<file path="config.mk">
export PLATFORM = sky130hd
export DESIGN_NAME = reg8x4_scan_ctrl
export DESIGN_NICKNAME = d
export VERILOG_FILES = /design/src/rtl/scan_pkg.sv /design/src/rtl/lowest_set_enc.sv /design/src/rtl/reg8x4_scan_ctrl.sv
export SDC_FILE = /design/constraint.sdc
export NUM_CORES = 1
export LEC_CHECK = 0
export CORE_ASPECT_RATIO = 0.9
export CORE_MARGIN = 8
export CORE_UTILIZATION = 35
export DETAILED_ROUTE_END_ITERATION = 10
export GPL_ROUTABILITY_DRIVEN = 0
export GPL_TIMING_DRIVEN = 0
export MAX_ROUTING_LAYER = met4
export SYNTH_ARGS = -nofsm -noshare
export SYNTH_HDL_FRONTEND = slang
export SYNTH_SLANG_ARGS = --single-unit
</file>
<file path="constraint.sdc">
create_clock -name clk -period 3.8 [get_ports clk]
set_clock_uncertainty 0.2 [all_clocks]
set_input_delay 0.38 -clock clk [delete_from_list [all_inputs] [get_ports clk]]
set_output_delay 0.38 -clock clk [all_outputs]
set_load 0.1 [all_outputs]
</file>
<file path="src/rtl/scan_pkg.sv">
// Shared constants and FSM encoding for the 8-entry scan controller.
package scan_pkg;
  localparam int DW = 4;
  localparam int N  = 8;
  localparam int SW = 3;

  typedef enum logic [1:0] {
    IDLE = 2'd0,
    SEND = 2'd1,
    DONE = 2'd2
  } state_t;
endpackage

</file>
<file path="src/rtl/lowest_set_enc.sv">
// Combinational priority encoder: index of the lowest set bit plus an any-set flag.
module lowest_set_enc
  import scan_pkg::*;
(
  input  logic [N-1:0]  req_i,
  output logic [SW-1:0] idx_o,
  output logic          any_o
);
  always_comb begin
    idx_o = '0;
    for (int i = N - 1; i >= 0; i--) begin
      if (req_i[i]) idx_o = SW'(i);
    end
  end

  assign any_o = |req_i;
endmodule

</file>
<file path="src/rtl/reg8x4_scan_ctrl.sv">
// Eight-entry register array with a mask-driven scan that streams selected entries in ascending order.
// One item per cycle under valid/ready; out_data and s hold while the consumer stalls.
module reg8x4_scan_ctrl
  import scan_pkg::*;
#(
  parameter int DW = scan_pkg::DW,
  parameter int N  = scan_pkg::N
) (
  input  logic          clk,
  input  logic          rst_n,
  input  logic          wr_en,
  input  logic [2:0]    wr_addr,
  input  logic [DW-1:0] wr_data,
  input  logic          start,
  input  logic [N-1:0]  mask,
  output logic [DW-1:0] A0,
  output logic [DW-1:0] A1,
  output logic [DW-1:0] A2,
  output logic [DW-1:0] A3,
  output logic [DW-1:0] A4,
  output logic [DW-1:0] A5,
  output logic [DW-1:0] A6,
  output logic [DW-1:0] A7,
  output logic [2:0]    s,
  output logic          out_valid,
  input  logic          out_ready,
  output logic [DW-1:0] out_data,
  output logic          busy,
  output logic          done
);
  state_t        state_q, state_d;
  logic [N-1:0]  rem_q, rem_d;
  logic [2:0]    s_q, s_d;
  logic [DW-1:0] dat_q, dat_d;
  logic [DW-1:0] mem_q [N];

  logic [N-1:0]  rem_clr;
  logic [N-1:0]  enc_in;
  logic [2:0]    enc_idx;
  logic          enc_any;

  // In IDLE the encoder looks at the incoming mask; in SEND at what remains after the current item.
  assign rem_clr = rem_q & ~({{(N-1){1'b0}}, 1'b1} << s_q);
  assign enc_in  = (state_q == IDLE) ? mask : rem_clr;

  lowest_set_enc u_enc (
    .req_i (enc_in),
    .idx_o (enc_idx),
    .any_o (enc_any)
  );

  always_ff @(posedge clk or negedge rst_n) begin
    if (!rst_n) begin
      state_q <= IDLE;
    end else begin
      state_q <= state_d;
    end
  end

  always_comb begin
    state_d = state_q;
    case (state_q)
      IDLE:    if (start) state_d = enc_any ? SEND : DONE;
      SEND:    if (out_ready && !enc_any) state_d = DONE;
      DONE:    state_d = IDLE;
      default: state_d = IDLE;
    endcase
  end

  assign out_valid = (state_q == SEND);
  assign busy      = (state_q == SEND);
  assign done      = (state_q == DONE);

  // Capture reads mem_q before this edge's write lands, so a same-edge write is not seen.
  always_comb begin
    rem_d = rem_q;
    s_d   = s_q;
    dat_d = dat_q;
    if (state_q == IDLE && start && enc_any) begin
      rem_d = mask;
      s_d   = enc_idx;
      dat_d = mem_q[enc_idx];
    end else if (state_q == SEND && out_ready) begin
      rem_d = rem_clr;
      if (enc_any) begin
        s_d   = enc_idx;
        dat_d = mem_q[enc_idx];
      end
    end
  end

  always_ff @(posedge clk or negedge rst_n) begin
    if (!rst_n) begin
      rem_q <= '0;
      s_q   <= '0;
      dat_q <= '0;
    end else begin
      rem_q <= rem_d;
      s_q   <= s_d;
      dat_q <= dat_d;
    end
  end

  always_ff @(posedge clk or negedge rst_n) begin
    if (!rst_n) begin
      for (int i = 0; i < N; i++) mem_q[i] <= '0;
    end else if (wr_en) begin
      mem_q[wr_addr] <= wr_data;
    end
  end

  assign s        = s_q;
  assign out_data = dat_q;
  assign A0 = mem_q[0];
  assign A1 = mem_q[1];
  assign A2 = mem_q[2];
  assign A3 = mem_q[3];
  assign A4 = mem_q[4];
  assign A5 = mem_q[5];
  assign A6 = mem_q[6];
  assign A7 = mem_q[7];
endmodule

</file>
==> results by group, run 1 <==
Finish
  – Commonest non-fill, non-tap cell in the layout: clkdlybuf4s50_1
  – Most frequent cells in the layout: clkdlybuf4s50_1 (59), dfrtp_1 (49), mux2_2 (28), nand2_1 (21), mux2i_1 (20)
  – Final net count: 322
  – Ant. Diodes: 0
  – Final Util: 0.4684
  – Layout cells sized above 1: 0.1749
  – Area growth syn-to-layout: 31.97%

Synth
  – Primary FF master, synth: dfrtp_1
  – Post-synth ARST share: 1.000
  – Post-synth net total: approximately 250
  – FF+latch count, synth: 49
  – Mapped Cells: 233
  – Post-synthesis cell type count: 46
  – Netlist Area Pre-Place: about 2600 um^2
  – EDFF count, synth: 0
  – Post-synthesis sequential area ratio: 0.4649
  – Post-Syn Area per Cell: roughly 11 um^2
  – Ys Warns: 0

Worst hold path
  – Hold Crit Class: flop to flop

Route
  – Initial DRT Pass Iterations: 4
  – Post-route ant nets: 0
  – Final WL: approximately 7000 um
  – DRC Markers: 0
  – Vias per inst: 5.178
  – Via count: 2066
  – DR WL/cell: about 18 um
  – Initial DRC count: between 80 and 90

Global route
  – Number of global-route vias before repair: about 2200
  – All-layer global routing usage: 0.1430
  – Initial antenna violation count: 0
  – First-pass GRT wire length: around 12000 um
  – Largest net degree at the start of global routing: 34
  – Grt ovf: 0

Clocking
  – Reg clk slew, reported paths: about 110 ps
  – Num CTS Buffers: 5
  – Post-CTS resize count: 0
  – Clock buffer depth: 2
  – Clock Sinks: slightly below 50
  – H-tree Lvls: 2
  – CTS tree: done
  – Post-CTS Setup Bufs: 0
  – Worst skew pair latency: slightly above 300 ps
  – Clock root buffer: clkbuf_8

Floorplanning
  – Die W: around 110 um
  – Site Rows: 30
  – Initial Utilization: 0.3549
  – Die Span Y: 98.36 um
  – Die ar.: around 11000 um^2
  – Core Box Area: around 7400 um^2
  – # IOs: 62

STA
  – Final Slew Violations: 0
  – Final Setup Violations: 0
  – Fmax: ~0.3 GHz
  – Final period demand of the worst path: 3297 ps
  – Period utilisation layout: 0.8677
  – RSZ-0062 raised after global routing: false
  – Setup TNS: 0 ps
  – Slew of the pin with the lowest slew margin: about 1000 ps
  – Headroom to the max-slew limit: 0.3040
  – Final hold vios: 0

Worst setup path
  – Arrival @ worst endpoint: 2720 ps
  – CP Launch Type: flop
  – Peak fanout along the critical path: 11
  – Setup crit end kind: output pin
  – Crit Path Class: flop to output pin
  – Worst EP required: 3220 ps

Place
  – Dpl hpwl: approximately 5300 um
  – PortBufs: 60

Outcome
  – Status: finished clean

Flow run
  – Max Cap Viol: 0
-- repair_timing --
action,in CTS,in global routing
endpoints found under the setup margin,0,0
hold buffers,1,0
hold endpoints to repair,16,0
-- state kept, by name (all words and copies together), names as in the netlist, 3 cells and up --
register / flops
rem_q: 8
A0: 4
A1: 4
A2: 4
A3: 4
A4: 4
A5: 4
A6: 4
A7: 4
out_data: 4
s: 3
-- worst max-delay path, stage by stage (launching register included) --
cell and delay (ps):
dfrtp_1 440, nor2b_1 150, clkbuf_1 480, buf_4 210, clkdlybuf4s50_1 1120
-- synth_stat cells (all sizes together), types with 2 or more instances --
cell	count	area share
and3	2	0.0066
a22o	6	0.020
clkbuf	4	0.0057
o21ai	10	0.023
nand4b	3	0.010
buf	6	0.018
nand3	2	0.0038
nand2	21	0.030
nor3	4	0.0076
a211o	3	0.010
nor3b	2	0.0057
a21oi	5	0.014
nor2	15	0.021
dfrtp	49	0.46
mux2i	20	0.076
a31o	6	0.020
nor2b	4	0.0095
o22ai	4	0.0095
nand2b	5	0.012
a31oi	2	0.0047
a211oi	3	0.010
mux2	38	0.16
inv	4	0.0057
or2	2	0.0047
-- per-stage QoR --
step,hold slack (ps),setup slack (ps),std cells,area (um^2)
floorplan,-115.6,352.3,233,2638
global placement,290.6,626.3,389,3358
detailed placement,154.5,672.1,390,3373
CTS,321.8,522.9,399,3481
global route,347.9,453.2,399,3481
finish,315.3,502.6,399,3481
-- kinds of logic (layout without fill, tap and decap cells) --
| kind of cell | Yosys count | in the layout | synth area share |
|---|---|---|---|
| flip-flops | 49 | 49 | 0.4649 |
| multiplexers | 58 | 58 | 0.2381 |
| AND/OR/NAND/NOR | 65 | 65 | 0.1271 |
| AO/OA/AOI/OAI | 47 | 47 | 0.1404 |
| buffers and inverters | 14 | 84 | 0.02941 |
-- worst paths after layout --
check,endpoint,start,depth (start not counted),slack (ps)
worst max-delay path,out_valid,state_q[0],4,500
worst min-delay path,A1[3],A1[3],1,320
worst max register to register,out_data[2],s[1],10,700
worst min register to register,A1[3],A1[3],1,320
max in group asynchronous,A1[3],rst_n,3,2550
min in group asynchronous,rem_q[2],rst_n,2,330
-- routing by layer --
layer  vias to the layer above  track usage  wire length (um)
met3                         4      0.04082               345
met1                      1014       0.1815              3385
met2                        47       0.2246              3303
met5                         -            -                 0
met4                         0      0.02026                36
li1                       1001            -                 -
-- area by class of cell --
cell class                      instances  area [um^2]
Fill cell                             720         3951
Multi-Input combinational cell        170         1334
Sequential cell                        49         1226
Timing Repair Buffer                   62        625.6
Tap cell                               96        120.1
Clock buffer                            5        68.82
Buffer                                 10        62.56
Clock inverter                          3        28.78
Inverter                                4        15.01
Power of run 1 is not shown: default switching activity piles up to over one toggle a cycle in this logic, so the estimate is an artifact.
==> inputs of run 2 (changes only) <==
Settings changed: CAP_MARGIN set to 20.
==> run 2 against run 1 <==
- non-clock buffer count unchanged
- global-route usage unchanged
- hold slack unchanged
- cell count unchanged
- critical path depth unchanged
- sequential share of layout area unchanged
- register-to-register slack about the same
- fmax unchanged
- first-iteration DRC count unchanged
- cell area unchanged
- die area unchanged
==> results by group, run 2 (synthesized netlist as in run 1, its figures left out) <==
Floorplanning
  – Die W: 107.5 um (unchanged)
  – Core Box Area: 7432 um^2 (unchanged)
  – # IOs: 62 (unchanged)
  – Die Span Y: 98.36 um (unchanged)
  – Initial Utilization: 0.3549 (unchanged)
  – Die ar.: 10570 um^2 (unchanged)
  – Site Rows: 30 (unchanged)

Finish
  – Fill cells: 720 (unchanged)
  – Layout cells sized above 1: 0.1749 (unchanged)
  – Ant. Diodes: 0 (unchanged)
  – Commonest non-fill, non-tap cell in the layout: clkdlybuf4s50_1 (unchanged)
  – Largest register FFs: 8 (unchanged)
  – Final net count: 322 (unchanged)
  – Area growth syn-to-layout: 31.97% (unchanged)
  – Register name with the most flops: rem_q (unchanged)
  – Most frequent cells in the layout: clkdlybuf4s50_1 (59), dfrtp_1 (49), mux2_2 (28), nand2_1 (21), mux2i_1 (20) (unchanged)

Route
  – Via count: 2066 (unchanged)
  – Post-route ant nets: 0 (unchanged)
  – M1 wire length: 3385 um (unchanged)
  – DR WL/cell: 17.72 um (unchanged)
  – Initial DRT Pass Iterations: 4 (unchanged)
  – DRC Markers: 0 (unchanged)
  – Vias per inst: 5.178 (unchanged)
  – Metal2 WL: 3303 um (unchanged)
  – DR top layer: met4 (unchanged)
  – Final WL: 7071 um (unchanged)
  – Metal3 WL: 345 um (unchanged)
  – Initial DRC count: 85 (unchanged)

Clocking
  – Post-CTS resize count: 0 (unchanged)
  – Clock buffer depth: 2 (unchanged)
  – Clock root buffer: clkbuf_8 (unchanged)
  – Num CTS Buffers: 5 (unchanged)
  – CTS tree: done (unchanged)
  – Clock Sinks: 49 (unchanged)
  – Reg clk slew, reported paths: 110 ps (about the same)
  – H-tree Lvls: 2 (unchanged)
  – Post-CTS Setup Bufs: 0 (unchanged)
  – Cts hold-fix bufs: 1 (unchanged)
  – Worst skew pair latency: 310 ps (about the same)

STA
  – Setup TNS: 0 ps (unchanged)
  – Fmax: 0.3033 GHz (unchanged)
  – Final Setup Violations: 0 (unchanged)
  – Period utilisation layout: 0.8677 (unchanged)
  – RSZ-0062 raised after global routing: false (unchanged)
  – Slew of the pin with the lowest slew margin: 1041 ps (unchanged)
  – Final Slew Violations: 0 (unchanged)
  – Final period demand of the worst path: 3297 ps (unchanged)
  – Headroom to the max-slew limit: 0.3040 (unchanged)
  – Fin worst setup slack: 502.6 ps (unchanged)
  – Final hold vios: 0 (unchanged)

Worst setup path
  – End of the critical path: out_valid (unchanged)
  – Crit-path cells: nor2b_1 > clkbuf_1 > buf_4 > clkdlybuf4s50_1 (unchanged)
  – WP buf/inv: 3 (unchanged)
  – Peak fanout along the critical path: 11 (unchanged)
  – Family with the most delay on the worst path: buffers and inverters (unchanged)
  – Crit Path Class: flop to output pin (unchanged)
  – Worst path depth: 4 (unchanged)
  – Worst EP required: 3220 ps (about the same)
  – FF-to-FF End: out_data[2] (unchanged)
  – Reg-to-Reg Start: s[1] (unchanged)
  – Setup crit end kind: output pin (unchanged)
  – Start point of the critical path: state_q[0] (unchanged)
  – R2R Setup Slk: 700 ps (about the same)
  – Slowest cell on crit path: clkdlybuf4s50_1 (unchanged)
  – CP Launch Type: flop (unchanged)
  – CP max stage delay: 1120 ps (about the same)
  – Arrival @ worst endpoint: 2720 ps (about the same)
  – Reg2reg path depth: 10 (unchanged)

Place
  – Worst slack, placed: 672.1 ps (unchanged)
  – PortBufs: 60 (unchanged)
  – Dpl hpwl: 5306 um (unchanged)

Worst hold path
  – Hold Crit Class: flop to flop (unchanged)

Global route
  – All-layer global routing usage: 0.1430 (unchanged)
  – Initial antenna violation count: 0 (unchanged)
  – Grt ovf: 0 (unchanged)
  – First-pass GRT wire length: 11790 um (unchanged)
  – Number of global-route vias before repair: 2209 (unchanged)
  – Largest net degree at the start of global routing: 34 (unchanged)

Flow run
  – Max Cap Viol: 0 (unchanged)

Outcome
  – Status: finished clean (unchanged)
-- run 2: cell counts in the layout (fill, tap and decap cells not counted) --
No cell type changed its count.
-- run 2: layout make-up --
| cell class | instances | area (um^2) | area share |
|---|---|---|---|
| sequential | 49 | 1226 | 0.3523 |
| tap | 96 | 120.1 | 0.03451 |
| timing repair buffer | 62 | 625.6 | 0.1797 |
| clock inverter | 3 | 28.78 | 0.008267 |
| buffer | 10 | 62.56 | 0.01797 |
| multi-input combinational | 170 | 1334 | 0.3832 |
| inverter | 4 | 15.01 | 0.004313 |
| clock buffer | 5 | 68.82 | 0.01977 |
-- run 2: layer usage --
layer  global-route usage  vias to the layer above
met5                    -                        -
met4              0.02026                        0
met3              0.04082                        4
met2               0.2246                       47
met1               0.1815                     1014
li1                     -                     1001
-- run 2: worst reg2reg max path, delay by kind of cell, from the launching register on --
kind	cells	cell delay, ps
AO/OA/AOI/OAI	5	1280
multiplexers	3	680
buffers and inverters	2	500
flip-flops	1	350
-- run 2: how the worst min path moves through the flow --
stage / start / end / slack, ps / cells past startpoint
floorplan: rst_n / A0[0] / -120 / 0
global placement: A1[3] / A1[3] / 290 / 1
detailed placement: rst_n / rem_q[4] / 150 / 1
CTS: A1[3] / A1[3] / 320 / 1
global route: A1[3] / A1[3] / 350 / 1
finish: A1[3] / A1[3] / 320 / 1
-- run 2: metrics by stage --
stage | instances | area [um^2] | utilization | hold slack (ps)
detailed placement | 390 | 3373 | 0.4539 | 154.5
CTS | 399 | 3481 | 0.4684 | 321.8
floorplan | 233 | 2638 | - | -115.6
global placement | 389 | 3358 | 0.4519 | 290.6
global route | 399 | 3481 | 0.4684 | 347.9
finish | 399 | 3481 | 0.4684 | 315.3
Power of run 2 is left out for the same reason.
==> inputs of run 3 (changes only) <==
Settings changed: CORE_MARGIN 8 to 2, CTS_BUF_LIST set to sky130_fd_sc_hd__clkbuf_4 sky130_fd_sc_hd__clkbuf_8.
==> run 3 against run 2 <==
- setup slack better by 56 ps
- global-route usage rose by 3.2 points
- die area down 22%
- cell count down 0.25%
- register-to-register slack about the same
- fmax up 1.7%
- non-clock buffer count is the same
- via count shrank 0.19%
- wire length down 4.7%
- utilization down 0.17 points
- first-iteration DRC count down 14%
- hold slack got worse by 39 ps
- highest routed layer unchanged
==> results by group, run 3 (synthesized netlist as in run 1, its figures left out) <==
Outcome
  – Status: finished clean (unchanged)

Global route
  – Grt ovf: 0 (unchanged)
  – Initial antenna violation count: 0 (unchanged)
  – Largest net degree at the start of global routing: 40 (was 34)
  – First-pass GRT wire length: 10790 um (was 11790 um)
  – All-layer global routing usage: 0.1748 (was 0.1430)
  – Number of global-route vias before repair: 2037 (was 2209)

Route
  – Via count: 2062 (was 2066)
  – Vias per inst: 5.181 (was 5.178)
  – DRC Markers: 0 (unchanged)
  – Final WL: 6737 um (was 7071 um)
  – DR WL/cell: 16.93 um (was 17.72 um)
  – Post-route ant nets: 0 (unchanged)
  – Initial DRC count: 73 (was 85)
  – Initial DRT Pass Iterations: 4 (unchanged)

Clocking
  – Worst skew pair latency: 300 ps (was 310 ps)
  – H-tree Lvls: 2 (unchanged)
  – Num CTS Buffers: 5 (unchanged)
  – Clock root buffer: clkbuf_8 (unchanged)
  – Post-CTS resize count: 0 (unchanged)
  – CTS tree: done (unchanged)
  – Clock Sinks: 49 (unchanged)
  – Reg clk slew, reported paths: 100 ps (was 110 ps)
  – Post-CTS Setup Bufs: 0 (unchanged)
  – Clock buffer depth: 2 (unchanged)

STA
  – Final hold vios: 0 (unchanged)
  – Period utilisation layout: 0.8529 (was 0.8677)
  – RSZ-0062 raised after global routing: false (unchanged)
  – Setup TNS: 0 ps (unchanged)
  – Final Slew Violations: 0 (unchanged)
  – Final period demand of the worst path: 3241 ps (was 3297 ps)
  – Slew of the pin with the lowest slew margin: 1002 ps (was 1041 ps)
  – Headroom to the max-slew limit: 0.3299 (was 0.3040)
  – Fmax: 0.3086 GHz (was 0.3033 GHz)
  – Final Setup Violations: 0 (unchanged)

Finish
  – Final net count: 322 (unchanged)
  – Area growth syn-to-layout: 31.50% (was 31.97%)
  – Layout cells sized above 1: 0.1722 (was 0.1749)
  – Register name with the most flops: rem_q (unchanged)
  – Largest register FFs: 8 (unchanged)
  – Most frequent cells in the layout: clkdlybuf4s50_1 (59), dfrtp_1 (49), mux2_2 (28), nand2_1 (21), mux2i_1 (20) (unchanged)
  – Commonest non-fill, non-tap cell in the layout: clkdlybuf4s50_1 (unchanged)
  – Ant. Diodes: 0 (unchanged)

Worst setup path
  – Worst EP required: 3220 ps (about the same)
  – Reg-to-Reg Start: s[1] (unchanged)
  – Setup crit end kind: output pin (unchanged)
  – End of the critical path: out_valid (unchanged)
  – Crit Path Class: flop to output pin (unchanged)
  – Start point of the critical path: state_q[0] (unchanged)
  – Arrival @ worst endpoint: 2660 ps (was 2720 ps)
  – Peak fanout along the critical path: 11 (unchanged)
  – CP Launch Type: flop (unchanged)
  – R2R Setup Slk: 700 ps (about the same)
  – FF-to-FF End: out_data[1] (was out_data[2])
  – Reg2reg path depth: 10 (unchanged)

Flow run
  – Max Cap Viol: 0 (unchanged)

Place
  – Dpl hpwl: 4975 um (was 5306 um)
  – PortBufs: 60 (unchanged)

Floorplanning
  – # IOs: 62 (unchanged)
  – Die Span Y: 86.36 um (was 98.36 um)
  – Die W: 95.51 um (was 107.5 um)
  – Die ar.: 8247 um^2 (was 10570 um^2)
  – Core Box Area: 7432 um^2 (unchanged)
  – Site Rows: 30 (unchanged)
  – Initial Utilization: 0.3549 (unchanged)

Worst hold path
  – Hold Crit Class: input pin to async pin (was flop to flop)
## run 3: changes by cell type in the layout (fill, tap and decap cells not counted), sizes merged
cell      change
clkinvlp      +1
inv           -2
## run 3: what timing repair did
action,4_1_cts,5_1_grt
setup endpoints to repair,0,0
hold endpoints to repair,10,0
hold buffers,1,0
## run 3: area by class of cell
| class | instances | area [um^2] |
|---|---|---|
| plain buffers | 10 | 62.56 |
| clock buffers | 5 | 68.82 |
| clock inverters | 2 | 16.27 |
| fillers | 702 | 3964 |
| inverters | 4 | 15.01 |
| multi-input cells | 170 | 1334 |
| flip-flops and latches | 49 | 1226 |
| well taps | 96 | 120.1 |
| repair buffers | 62 | 625.6 |
## run 3: worst max-delay path, cell delays in order (launching register included)
cell             delay, ps
dfrtp_1                430
nor2b_1                150
clkbuf_1               460
buf_4                  200
clkdlybuf4s50_1       1120
## run 3: worst min-delay path by stage
stage / to / slack [ps] / cells past startpoint
2_1_floorplan: A0[0] / -120 / 0
3_3_place_gp: A1[3] / 290 / 1
3_5_place_dp: rem_q[4] / 80 / 1
4_1_cts: rem_q[4] / 290 / 2
5_1_grt: rem_q[4] / 320 / 2
6_report: rem_q[4] / 280 / 2
## run 3: metal layers
metal	up-vias	routed length [um]	GRT usage
li1	1002	-	-
met1	1003	3127	0.2410
met2	52	3179	0.2708
met3	5	384	0.03739
met4	0	46	0.03117
met5	-	0	-
## run 3: stage by stage
step | util | area [um^2] | setup WS (ps) | hold WS [ps] | instances
finish | 0.4667 | 3468 | 559.1 | 276.8 | 398
global route | 0.4667 | 3468 | 430.0 | 323.4 | 398
CTS | 0.4667 | 3468 | 529.0 | 286.7 | 398
detailed placement | 0.4539 | 3373 | 696.2 | 83.61 | 390
global placement | 0.4519 | 3358 | 647.3 | 290.7 | 389
floorplan | - | 2638 | 352.3 | -115.6 | 233
Power of run 3 is left out for the same reason.
